## src/rtl/mul_div_unit.sv

```systemverilog
// ============================================================================
// Module   : mul_div_unit
// Brief    : Multi-cycle signed Booth multiply / restoring divide into Z pair
// Revision : 1.0
// ============================================================================
`default_nettype none

module mul_div_unit #(
  parameter int WIDTH = 32
) (
  input  logic             clock,
  input  logic             clear,
  input  logic             start,
  input  logic             op,
  input  logic [WIDTH-1:0] operand_a,
  input  logic [WIDTH-1:0] operand_b,
  output logic [WIDTH-1:0] z_high,
  output logic [WIDTH-1:0] z_low,
  output logic             busy,
  output logic             done,
  output logic             div_by_zero
);

  localparam int c_cnt_w = $clog2(WIDTH);

  typedef enum logic [1:0] {
    S_IDLE   = 2'd0,
    S_RUN    = 2'd1,
    S_FINISH = 2'd2
  } state_t;

  state_t             r_state;
  state_t             w_state_next;
  logic [c_cnt_w-1:0] r_count;
  logic               r_op;
  logic               r_dz;
  logic               r_sign_a;
  logic               r_sign_b;
  logic               r_booth;
  logic [WIDTH-1:0]   r_m;
  logic [2*WIDTH:0]   r_acc;

  logic               w_last;
  logic               w_b_zero;
  logic [WIDTH-1:0]   w_abs_a;
  logic [WIDTH-1:0]   w_abs_b;
  logic [WIDTH:0]     w_hi;
  logic [WIDTH-1:0]   w_lo;
  logic [WIDTH:0]     w_m_ext;
  logic [WIDTH:0]     w_sum;
  logic [WIDTH:0]     w_trial;
  logic [WIDTH:0]     w_diff;
  logic [2*WIDTH:0]   w_acc_step;
  logic [WIDTH-1:0]   w_quo;
  logic [WIDTH-1:0]   w_rem;
  logic [WIDTH-1:0]   w_quo_signed;
  logic [WIDTH-1:0]   w_rem_signed;

  assign w_last   = (r_count == c_cnt_w'(WIDTH-1));
  assign w_b_zero = (operand_b == '0);
  assign w_abs_a  = operand_a[WIDTH-1] ? -operand_a : operand_a;
  assign w_abs_b  = operand_b[WIDTH-1] ? -operand_b : operand_b;
  assign w_hi     = r_acc[2*WIDTH:WIDTH];
  assign w_lo     = r_acc[WIDTH-1:0];
  assign busy     = (r_state != S_IDLE);

  assign w_quo        = r_acc[WIDTH-1:0];
  assign w_rem        = r_acc[2*WIDTH-1:WIDTH];
  assign w_quo_signed = (r_sign_a ^ r_sign_b) ? -w_quo : w_quo;
  assign w_rem_signed = r_sign_a ? -w_rem : w_rem;

  always_ff @(posedge clock or posedge clear) begin
    if (clear) begin
      r_state <= S_IDLE;
    end else begin
      r_state <= w_state_next;
    end
  end

  always_comb begin
    w_state_next = r_state;
    case (r_state)
      S_IDLE:   if (start) w_state_next = S_RUN;
      S_RUN:    if (w_last) w_state_next = S_FINISH;
      S_FINISH: w_state_next = S_IDLE;
      default:  w_state_next = S_IDLE;
    endcase
  end

  // One iteration: upper field is one bit wider than the operands so that the
  // Booth add/sub of -2^(W-1) and the restoring trial subtract never overflow.
  always_comb begin
    w_m_ext    = '0;
    w_sum      = w_hi;
    w_trial    = '0;
    w_diff     = '0;
    w_acc_step = r_acc;
    if (!r_op) begin
      w_m_ext = {r_m[WIDTH-1], r_m};
      case ({w_lo[0], r_booth})
        2'b01:   w_sum = w_hi + w_m_ext;
        2'b10:   w_sum = w_hi - w_m_ext;
        default: w_sum = w_hi;
      endcase
      w_acc_step = {w_sum[WIDTH], w_sum, w_lo[WIDTH-1:1]};
    end else begin
      w_m_ext = {1'b0, r_m};
      w_trial = {w_hi[WIDTH-1:0], w_lo[WIDTH-1]};
      w_diff  = w_trial - w_m_ext;
      if (!w_diff[WIDTH]) begin
        w_acc_step = {w_diff, w_lo[WIDTH-2:0], 1'b1};
      end else begin
        w_acc_step = {w_trial, w_lo[WIDTH-2:0], 1'b0};
      end
    end
  end

  always_ff @(posedge clock or posedge clear) begin
    if (clear) begin
      r_count     <= '0;
      r_op        <= 1'b0;
      r_dz        <= 1'b0;
      r_sign_a    <= 1'b0;
      r_sign_b    <= 1'b0;
      r_booth     <= 1'b0;
      r_m         <= '0;
      r_acc       <= '0;
      z_high      <= '0;
      z_low       <= '0;
      done        <= 1'b0;
      div_by_zero <= 1'b0;
    end else begin
      done <= 1'b0;
      case (r_state)
        S_IDLE: begin
          if (start) begin
            r_op     <= op;
            r_dz     <= op & w_b_zero;
            r_sign_a <= operand_a[WIDTH-1];
            r_sign_b <= operand_b[WIDTH-1];
            r_booth  <= 1'b0;
            r_acc    <= {{(WIDTH+1){1'b0}}, (op ? w_abs_a : operand_b)};
            // Divide-by-zero spends only its last RUN cycle, so its result
            // lands two edges after the start edge.
            if (op && w_b_zero) begin
              r_count <= c_cnt_w'(WIDTH-1);
              r_m     <= operand_a;
            end else begin
              r_count <= '0;
              r_m     <= op ? w_abs_b : operand_a;
            end
          end
        end
        S_RUN: begin
          r_acc   <= w_acc_step;
          r_booth <= w_lo[0];
          r_count <= w_last ? '0 : r_count + 1'b1;
        end
        S_FINISH: begin
          done <= 1'b1;
          if (r_dz) begin
            z_low       <= '1;
            z_high      <= r_m;
            div_by_zero <= 1'b1;
          end else if (r_op) begin
            z_low       <= w_quo_signed;
            z_high      <= w_rem_signed;
            div_by_zero <= 1'b0;
          end else begin
            z_low       <= r_acc[WIDTH-1:0];
            z_high      <= r_acc[2*WIDTH-1:WIDTH];
            div_by_zero <= 1'b0;
          end
        end
        default: ;
      endcase
    end
  end

endmodule

`default_nettype wire

```

## config.mk

```make
export PLATFORM = sky130hd
export DESIGN_NAME = mul_div_unit
export DESIGN_NICKNAME = d
export VERILOG_FILES = /design/src/rtl/mul_div_unit.sv
export SDC_FILE = /design/constraint.sdc
export NUM_CORES = 1
export LEC_CHECK = 0
export ABC_AREA = 0
export ABC_CLOCK_PERIOD_IN_PS = 5800
export CAP_MARGIN = 10
export CORE_ASPECT_RATIO = 0.9
export CORE_MARGIN = 1.5
export CORE_UTILIZATION = 51
export DETAILED_ROUTE_END_ITERATION = 8
export DONT_BUFFER_PORTS = 1
export GPL_TIMING_DRIVEN = 0
export PLACE_DENSITY_LB_ADDON = 0.15
export RECOVER_POWER = 100
export SYNTH_ARGS = -nofsm -noshare
export SYNTH_HDL_FRONTEND = slang
export SYNTH_SLANG_ARGS = --single-unit
```

## constraint.sdc

```tcl
create_clock -name clock -period 5.8 [get_ports clock]
set_input_delay 1.45 -clock clock [delete_from_list [all_inputs] [get_ports clock]]
set_output_delay 1.45 -clock clock [all_outputs]
set_load 0.005 [all_outputs]
```

# Word level (Yosys, flattened, before mapping)

Cells that the tools add are included.

Logic and storage cells: 65
Input bits: 68
Bits in registers: 175
Output and inout bits: 67

Reduce and logical (&&, ||, !) cells: 8
Bitwise logic cells: 2
Eq/ne operators: 7
Add/subtract/negate cells: 8
Mux-type cells: 27

Operator list:

| operator                                      | number |
|---|---|
| 2-to-1 mux 32 bit                             | 11 |
| 2-to-1 mux 65 bit                             | 3 |
| case mux 65 bit (2 select lines)              | 1 |
| negator 32 bit                                | 4 |
| case mux 33 bit (2 select lines)              | 1 |
| adder 33 bit                                  | 1 |
| subtractor 33 x 32 -> 33 bit                  | 1 |
| subtractor 33 bit                             | 1 |
| zero test 32 bit                              | 1 |
| 2-to-1 mux 5 bit                              | 3 |
| case mux 5 bit (2 select lines)               | 1 |
| AND reduction 2 bit                           | 3 |
| adder 5 x 1 -> 5 bit, second input constant   | 1 |
| == test 5 bit, second input constant          | 1 |
| == test 2 x 1 -> 1 bit, second input constant | 2 |
| == test 2 bit, second input constant          | 2 |
| 2-to-1 mux 2 bit                              | 2 |
| inequality test 2 bit, second input constant  | 2 |
| case mux 2 bit (2 select lines)               | 1 |
| nonzero test 2 bit                            | 2 |
| 2-to-1 mux 1 bit                              | 3 |
| zero test 2 bit                               | 1 |
| case mux 1 bit (2 select lines)               | 1 |
| bitwise AND 1 bit                             | 1 |
| other kinds (2)                               | 2 |

# Depth between registers and ports, before layout

Gate-level depths: netlist (run 1).

Depth after elaboration: 5
Mapped depth: 20
Gate-level depth less buffers: 19

# Worst setup path after synthesis (run 1)

No wires, ideal clock.

Kind: register to register
Start: reg r_m[6]
End: reg r_acc[62]
Path slack: 1.476 ns
Setup time: 0.122 ns
Stages on the path, launching flop included: 17
Period minus slack after synthesis: 4.324 ns
Arrival time: 4.202 ns
Cell sequence: dfrtp_1 -> or4_4 -> nor3_1 -> nand3_1 -> or4_1 -> nor4_4 -> nor2_1 -> xnor2_1 -> ha_1 -> inv_1 -> nor3_1 -> and4_1 -> a21oi_1 -> o21a_1 -> o41a_1 -> mux2i_1 -> a32o_1

Longest elaborated chain between the ends: 4
Elaborated cells on any way between the ends: 7
Those cells by class: 3 x add/sub; 4 x mux

Ends and longest elaborated chain:

| item                                                                  | RTL line | text |
|---|---|---|
| start, declared                                                       | 40       | `logic [WIDTH-1:0] r_m;` |
| start signal, assigned                                                | 147      | `r_m <= operand_a;` |
| start signal, assigned                                                | 150      | `r_m <= op ? w_abs_b : operand_a;` |
| subtractor 33 bit, or another cell as far along                       | 102      | `2'b10: w_sum = w_hi - w_m_ext;` |
| case mux 33 bit (2 select lines) or 2-to-1 mux 65 bit (tied branches) | 100, 110 |  |
| 2-to-1 mux 65 bit *                                                   | 98       | `if (!r_op) begin` |
| case mux 65 bit (2 select lines) *                                    | 134      | `case (r_state)` |
| end signal, assigned                                                  | 142      | `r_acc <= {{(WIDTH+1){1'b0}}, (op ? w_abs_a : operand_b)};` |
| end signal, assigned                                                  | 155      | `r_acc <= w_acc_step;` |
| end, declared                                                         | 41       | `logic [2*WIDTH:0] r_acc;` |

Mark *: on every way between the ends. The rest lies on a longest branch, timed or not.
A chain may end at the register's enable or synchronous reset.

# Worst setup path after layout (run 1)

Start: reg r_m[1]
End: reg r_acc[62]

Same word-level chain as after synthesis.

==> results of run 1 <==
layer usage:
metal,routed length [µm],part of all wire (%),global-route usage [%]
met1,25880,44,54.76
met3,6832,12,10.06
met4,2281,3.9,14.59
met2,23850,41,53.13
met5,13,0.022,0
worst min path at each step:
| stage | depth (start not counted) | slack (ps) | from | to |
|---|---|---|---|---|
| 6_report | 2 | 510 | z_high[30]$_DFFE_PP0P_ | z_high[30]$_DFFE_PP0P_ |
| 5_1_grt | 2 | 550 | r_sign_b$_DFFE_PP0P_ | r_sign_b$_DFFE_PP0P_ |
| 4_1_cts | 2 | 510 | r_sign_b$_DFFE_PP0P_ | r_sign_b$_DFFE_PP0P_ |
| 3_5_place_dp | 2 | 490 | r_sign_b$_DFFE_PP0P_ | r_sign_b$_DFFE_PP0P_ |
| 3_3_place_gp | 2 | 480 | z_low[29]$_DFFE_PP0P_ | z_low[29]$_DFFE_PP0P_ |
| 2_1_floorplan | 2 | 460 | z_low[0]$_DFFE_PP0P_ | z_low[0]$_DFFE_PP0P_ |
critical path, stage by stage, from the launching register on:
cell and delay [ps]:
dfrtp_1 420, inv_1 180, ha_1 240, or3b_2 540, nor4b_4 700, a31oi_1 200
xnor2_1 170, ha_1 270, clkbuf_1 260, inv_1 60, o21ai_0 680, and4_1 310
a21oi_1 120, o21a_1 270, o41a_1 440, mux2i_1 280, a32o_1 220
placed cells by master, fill, tap and decap left out, types with 18 or more instances in the layout:
cell type	count
a211oi_1	41
a21o_1	25
a21oi_1	220
a221oi_1	20
a31oi_1	18
clkbuf_1	111
dfrtp_1	175
ha_1	73
inv_1	77
mux2i_1	60
nand2_1	210
nand3_1	32
nor2_1	187
nor3_1	51
o211ai_1	19
o21ai_0	167
o31ai_1	36
xnor2_1	93
xor2_1	98
state kept, by name, indices dropped and copies added, names as in the netlist, 2 cells and up:
signal and count:
r_acc 65, r_state 2, r_m 32, r_count 5
z_high 32, z_low 32
final cells by class:
class / instances / area (µm²)
fillers: 2896 / 13290
flip-flops and latches: 175 / 4379
multi-input cells: 1598 / 10180
inverters: 80 / 301.5
clock inverters: 14 / 162.7
repair buffers: 6 / 55.05
well taps: 403 / 504.2
clock buffers: 18 / 429.2
plain buffers: 123 / 494.2
per-stage QoR:
stage	cell area, µm²	instances	utilization [%]	TNS [ps]
after detailed placement	16010	2384	53.72	-154.3
final	16510	2417	55.40	0
after global routing	16510	2417	55.40	0
after CTS	16610	2416	55.72	0
after global placement	15900	2379	53.34	-149.8
after floorplan	15390	1976	-	0
kinds of logic (layout without fill, tap and decap cells):
| kind of cell | after synthesis | count (layout) | synth area share [%] |
|---|---|---|---|
| flip-flops | 175 | 175 | 28.46 |
| adder cells (fa/ha/maj) | 75 | 75 | 6.196 |
| multiplexers | 65 | 65 | 4.269 |
| XOR/XNOR | 191 | 191 | 10.87 |
| buffers and inverters | 203 | 241 | 5.220 |
| AO/OA/AOI/OAI | 648 | 648 | 26.16 |
| AND/OR/NAND/NOR | 619 | 619 | 18.83 |
==> qor_table.md, run 1 <==
| Quantity | Reported | Unit |
|---|---|---|
| Run status | finished, violations left | - |
| Failing checks | max-capacitance violations, max-slew violations | - |
| CP Launch Point | r_m[1]$_DFFE_PP0P_ | - |
| Final-report max-slew violation count | 113 | - |
| Data required time at the worst endpoint | 6190 | ps |
| Cell area after synthesis | 0.01539 | mm² |
| Share of synthesized flip-flops with an asynchronous set or reset | 100.0 | % |
| Fraction of final layout cells with drive strength greater than 1 | 3.525 | % |
| Number of antenna violations at the first check in global routing | 1 | - |
| Number of gates resized after CTS | 2 | - |
| Die X-Extent | 186.1 | µm |
| Number of inserted diodes | 0 | - |
| Flip-flop and latch count after synthesis | 175 | - |
| Top post-synthesis cells by area | dfrtp_1 28%, a21oi_1 7.2%, ha_1 5.9%, xor2_1 5.6%, o21ai_0 5.4% | - |
| Post-detailed-placement half-perimeter wirelength | 45180 | µm |
| Leading cell type by number of instances after synthesis | a21oi_1 | - |
| Slew headroom | -54.61 | % |
| Cell Rows | 60 | - |
| Final Net Count | 2144 | - |
| Remaining DRCs | 0 | - |
| Minimum period implied by the final worst setup slack | 5447 | ps |
| Reg2reg end | r_acc[62]$_DFFE_PP0P_ | - |
| Predominant post-synthesis flop cell | dfrtp_1 | - |
| Maximum clock skew at final layout | 17.01 | ps |
| Top cell type by total area after synthesis | dfrtp_1 | - |
| Total of endpoints with negative setup slack in the final report | 0 | - |
| Avg Synthesized Cell Area | 7.788 | µm² |
| Detailed-router iteration count before antenna repair | 6 | - |
| Number of flops mapped to enable cells by yosys | 0 | - |
| Arrival time worst endpoint | 5830 | ps |
| Element type at the critical path start | flop | - |
| Master cell of the clock root buffer | clkbuf_16 | - |
| Deepest clock path buffer count | 2 | - |
| Share of the synthesized area in the top cell type | 28.46 | % |
| Part of the Yosys area used for sequential elements | 28.46 | % |
| Setup slack of the worst register-to-register path | 350 | ps |
| Depth of the worst register-to-register path | 16 | - |
| Area Overhead vs Synth | 7.293 | % |
| Total die area | 0.03123 | mm² |
| Number of CTS-inserted buffers | 17 | - |
| Post-DRT Antenna Nets | 0 | - |
| Clock Latency Late Sink | 460 | ps |
| Final hold viol count | 0 | - |
| Initial detailed-routing violation count | 1871 | - |
| Measured slew at the worst slew-check pin | 2319 | ps |
| Global-route wire length before repair | 88610 | µm |
| Number of warning messages in the yosys log | 0 | - |
| Max cap viols | 3 | - |
| Highest attainable clock frequency | 183.6 | MHz |
| Effective utilization at floorplan | 51.63 | % |
| CTS tree | built | - |
| H-tree levels | 4 | - |
| # port buffers | 0 | - |
| Clock input transition at the sequential cells of the worst setup and hold paths | 80 | ps |
| Final routed wire length divided by cell count | 24.35 | µm |
| Critical R2R Launch | r_m[1]$_DFFE_PP0P_ | - |
| Syn_nets | 2119 | - |
| Top fanout value on the critical path | 7 | - |
| I/O pin cnt | 135 | - |
| Crit path capture type | flop | - |
| Number of distinct library cells after synthesis | 84 | - |
| Number of vias per cell | 6.542 | - |
| Destination of the critical timing path | r_acc[62]$_DFFE_PP0P_ | - |
| Die extent in y | 167.8 | µm |
| Kind of critical path | flop to flop | - |
| Total length of routed wires | 58860 | µm |
| Worst Hold Margin | 506.3 | ps |
| Share of the clock period used by the worst path | 93.91 | % |
| RSZ-0062 raised after global routing | no | - |
| GR Overflow Total | 0 | - |
| Total routing usage reported by global routing | 37.80 | % |
| Kind of path behind the tightest hold check | flop to flop | - |
| Post-cts hold buffer count | 0 | - |
| Largest net degree at the start of global routing | 44 | - |
| # Post-CTS Setup Buffers | 0 | - |
| Routability cong. | 1.057 | - |
| Number of global-route vias before repair | 14730 | - |
| Final worst-path setup slack | 353.3 | ps |
| Worst setup slack before clock tree synthesis | -49.26 | ps |
| Cells after Synth | 1976 | - |
| Cell types with the highest counts after synthesis | 220 x a21oi_1, 210 x nand2_1, 187 x nor2_1 | - |
| Total via count after detailed routing | 15810 | - |
| Core ar. | 0.02980 | mm² |
| TritonCTS sink count | 175 | - |
Power of run 1 is left out: the tool's default activity adds up to more than one toggle a clock period on the data nets, which glitch-free logic cannot reach.
==> run 2, diff against run 1 <==
--- a/config.mk
+++ b/config.mk
@@ -11,10 +11,11 @@
 export CORE_ASPECT_RATIO = 0.9
 export CORE_MARGIN = 1.5
 export CORE_UTILIZATION = 51
+export CTS_CLUSTER_SIZE = 30
 export DETAILED_ROUTE_END_ITERATION = 8
 export DONT_BUFFER_PORTS = 1
 export GPL_TIMING_DRIVEN = 0
-export PLACE_DENSITY_LB_ADDON = 0.15
+export PLACE_DENSITY = 0.72
 export RECOVER_POWER = 100
 export SYNTH_ARGS = -nofsm -noshare
 export SYNTH_HDL_FRONTEND = slang
==> run 2 against run 1 <==
  * The run still ends with max-capacitance violations, max-slew violations left
  * First-iteration DRC count grew 1.0%
  * Final area down 0.26%
  * Maximum frequency is 3.0% lower
  * Register-to-register slack lost 170 ps
==> qor_table.md, run 2 (synthesized netlist as in run 1, its figures left out) <==
| Quantity | Reported | Unit | Delta |
|---|---|---|---|
| Element type at the critical path start | flop | - |  |
| Total length of routed wires | 61690 | µm | +4.8% |
| Critical R2R Launch | r_m[6]$_DFFE_PP0P_ | - |  |
| Routability cong. | 1.020 | - | -3.5% |
| Flip-flop count of the largest register after layout | 65 | - | unchanged |
| Commonest non-fill, non-tap cell in the layout | a21oi_1 | - |  |
| Final-report max-slew violation count | 109 | - | -3.5% |
| Number of vias per cell | 6.589 | - | +0.72% |
| # Post-CTS Setup Buffers | 0 | - | unchanged |
| CTS tree | built | - |  |
| Share of the clock period used by the worst path | 96.86 | % | +2.9 points |
| Leading cell types in the layout, fill and taps excluded | 220 x a21oi_1, 210 x nand2_1, 187 x nor2_1 | - |  |
| Post-DRT Antenna Nets | 0 | - | unchanged |
| Setup slack of the worst register-to-register path | 180 | ps | -170 ps |
| # port buffers | 0 | - | unchanged |
| I/O pin cnt | 135 | - | unchanged |
| Area taken by multi-input logic gates | 0.01020 | mm² | +0.15% |
| CP Launch Point | r_m[6]$_DFFE_PP0P_ | - |  |
| Fraction of final layout cells with drive strength greater than 1 | 3.680 | % | +0.15 points |
| Max cap viols | 3 | - | unchanged |
| Final routed wire length divided by cell count | 25.54 | µm | +4.9% |
| Minimum period implied by the final worst setup slack | 5618 | ps | +171.0 ps |
| Number of global-route vias before repair | 14760 | - | +0.20% |
| Highest attainable clock frequency | 178.0 | MHz | -3.0% |
| Kind of critical path | flop to flop | - |  |
| Depth of the worst register-to-register path | 17 | - | +1 |
| Post-layout instance count excluding filler cells | 2415 | - | -0.083% |
| Flip-flop and latch area | 0.004379 | mm² | unchanged |
| Final Net Count | 2142 | - | -0.093% |
| TritonCTS sink count | 175 | - | unchanged |
| Reg2reg end | r_acc[63]$_DFFE_PP0P_ | - |  |
| Deepest clock path buffer count | 2 | - | unchanged |
| Design Area, Final | 0.01647 | mm² | -0.26% |
| Run status | finished, violations left | - |  |
| Total via count after detailed routing | 15910 | - | +0.63% |
| Cell Rows | 60 | - | unchanged |
| Largest net degree at the start of global routing | 43 | - | -2.3% |
| Effective utilization at floorplan | 51.63 | % | unchanged |
| Hold_sp | z_high[25]$_DFFE_PP0P_ | - |  |
| Crit path capture type | flop | - |  |
| Total die area | 0.03123 | mm² | unchanged |
| Total of endpoints with negative setup slack in the final report | 0 | - | unchanged |
| Slew headroom | -52.24 | % | +2.4 points |
| Clock Latency Late Sink | 450 | ps | about the same |
| Top fanout value on the critical path | 6 | - | -1 |
| Master cell of the clock root buffer | clkbuf_16 | - |  |
| Number of CTS-inserted buffers | 17 | - | unchanged |
| Total routing usage reported by global routing | 39.57 | % | +1.8 points |
| Standard cell area after detailed placement | 0.01598 | mm² | -0.22% |
| Global-route wire length before repair | 92000 | µm | +3.8% |
| Remaining DRCs | 0 | - | unchanged |
| Measured slew at the worst slew-check pin | 2284 | ps | -35.60 ps |
| Post-cts hold buffer count | 0 | - | unchanged |
| H-tree levels | 4 | - | unchanged |
| Arrival time worst endpoint | 5940 | ps | +110 ps |
| Failing checks | max-capacitance violations, max-slew violations | - |  |
| Number of antenna violations at the first check in global routing | 0 | - | -1 |
| Destination of the critical timing path | r_acc[63]$_DFFE_PP0P_ | - |  |
| Maximum clock skew at final layout | 16.27 | ps | -0.7349 ps |
| Initial detailed-routing violation count | 1890 | - | +1.0% |
| Data required time at the worst endpoint | 6120 | ps | -70 ps |
| Fill cell count | 2879 | - | -0.59% |
| Cell total after placement | 2383 | - | -0.042% |
| Die X-Extent | 186.1 | µm | unchanged |
| Die extent in y | 167.8 | µm | unchanged |
| Core ar. | 0.02980 | mm² | unchanged |
| Detailed-router iteration count before antenna repair | 6 | - | unchanged |
| Post-detailed-placement half-perimeter wirelength | 47740 | µm | +5.7% |
| Area Overhead vs Synth | 7.017 | % |  |
| Largest reg by FF count | r_acc | - |  |
| Kind of path behind the tightest hold check | flop to flop | - |  |
| Clock input transition at the sequential cells of the worst setup and hold paths | 70 | ps | about the same |
| RSZ-0062 raised after global routing | no | - |  |
| GR Overflow Total | 0 | - | unchanged |
| Final hold viol count | 0 | - | unchanged |
## run 2: stage by stage
step	hold slack (ps)	util [%]	TNS, ps	setup WS [ps]
global placement	485.1	53.34	-11250	-862.3
detailed placement	485.8	53.61	-9874	-817.0
floorplan	462.8	-	0	1476
CTS	505.2	55.57	0	217.5
global route	525.7	55.25	0	49.28
finish	504.2	55.26	0	182.3
## run 2: worst min path at each step
stage                             endpoint  slack (ps)  cells past startpoint
CTS                   r_sign_b$_DFFE_PP0P_         510                      2
global placement      r_sign_b$_DFFE_PP0P_         490                      2
finish              z_high[25]$_DFFE_PP0P_         500                      2
global route          r_sign_b$_DFFE_PP0P_         530                      2
detailed placement    r_sign_b$_DFFE_PP0P_         490                      2
floorplan             z_low[0]$_DFFE_PP0P_         460                      2
## run 2: critical path, stage by stage (launching register included)
cell	delay (ps)
dfrtp_1	470
or4_4	610
nor3_1	420
nand3_1	280
or4_1	640
nor4_2	460
a31oi_1	190
xnor2_1	180
ha_1	390
and4_1	250
nand3_1	160
nor3_1	240
nand3_1	130
o211a_1	220
nor3_1	330
xnor2_1	100
o21ai_0	290
a22oi_2	130
## run 2: per-layer routing
metal | wire length (µm) | part of all wire [%] | vias to the layer above | GRT usage (%)
met3 | 6157 | 10 | 134 | 7.008
met4 | 2378 | 3.9 | 0 | 15.43
li1 | - | - | 7174 | -
met2 | 27440 | 44 | 913 | 61.31
met5 | 0 | 0 | - | 0
met1 | 25710 | 42 | 7691 | 54.69
## run 2: area by class of cell
type | instances | area share, %
Antenna cell | 1 | 0.01520
Buffer | 123 | 2.978
Clock buffer | 17 | 2.583
Clock inverter | 14 | 0.9041
Inverter | 80 | 1.831
Multi-Input combinational cell | 1598 | 61.94
Sequential cell | 175 | 26.59
Tap cell | 403 | 3.062
Timing Repair Buffer | 4 | 0.09877
## run 2: repair_timing
item                                    CTS  global route
endpoints found under the setup margin   29            17
gates resized for setup                   4             6
pin swaps                                 0             0
Power of run 2 is left out for the same reason.
==> run 3, diff against run 2 <==
--- a/config.mk
+++ b/config.mk
@@ -11,6 +11,7 @@
 export CORE_ASPECT_RATIO = 0.9
 export CORE_MARGIN = 1.5
 export CORE_UTILIZATION = 51
+export CTS_CLUSTER_DIAMETER = 100
 export CTS_CLUSTER_SIZE = 30
 export DETAILED_ROUTE_END_ITERATION = 8
 export DONT_BUFFER_PORTS = 1
==> results of run 3 <==
No change in the layout: final DEF, timing and power equal those of run 2.
Power of run 3 is left out for the same reason.
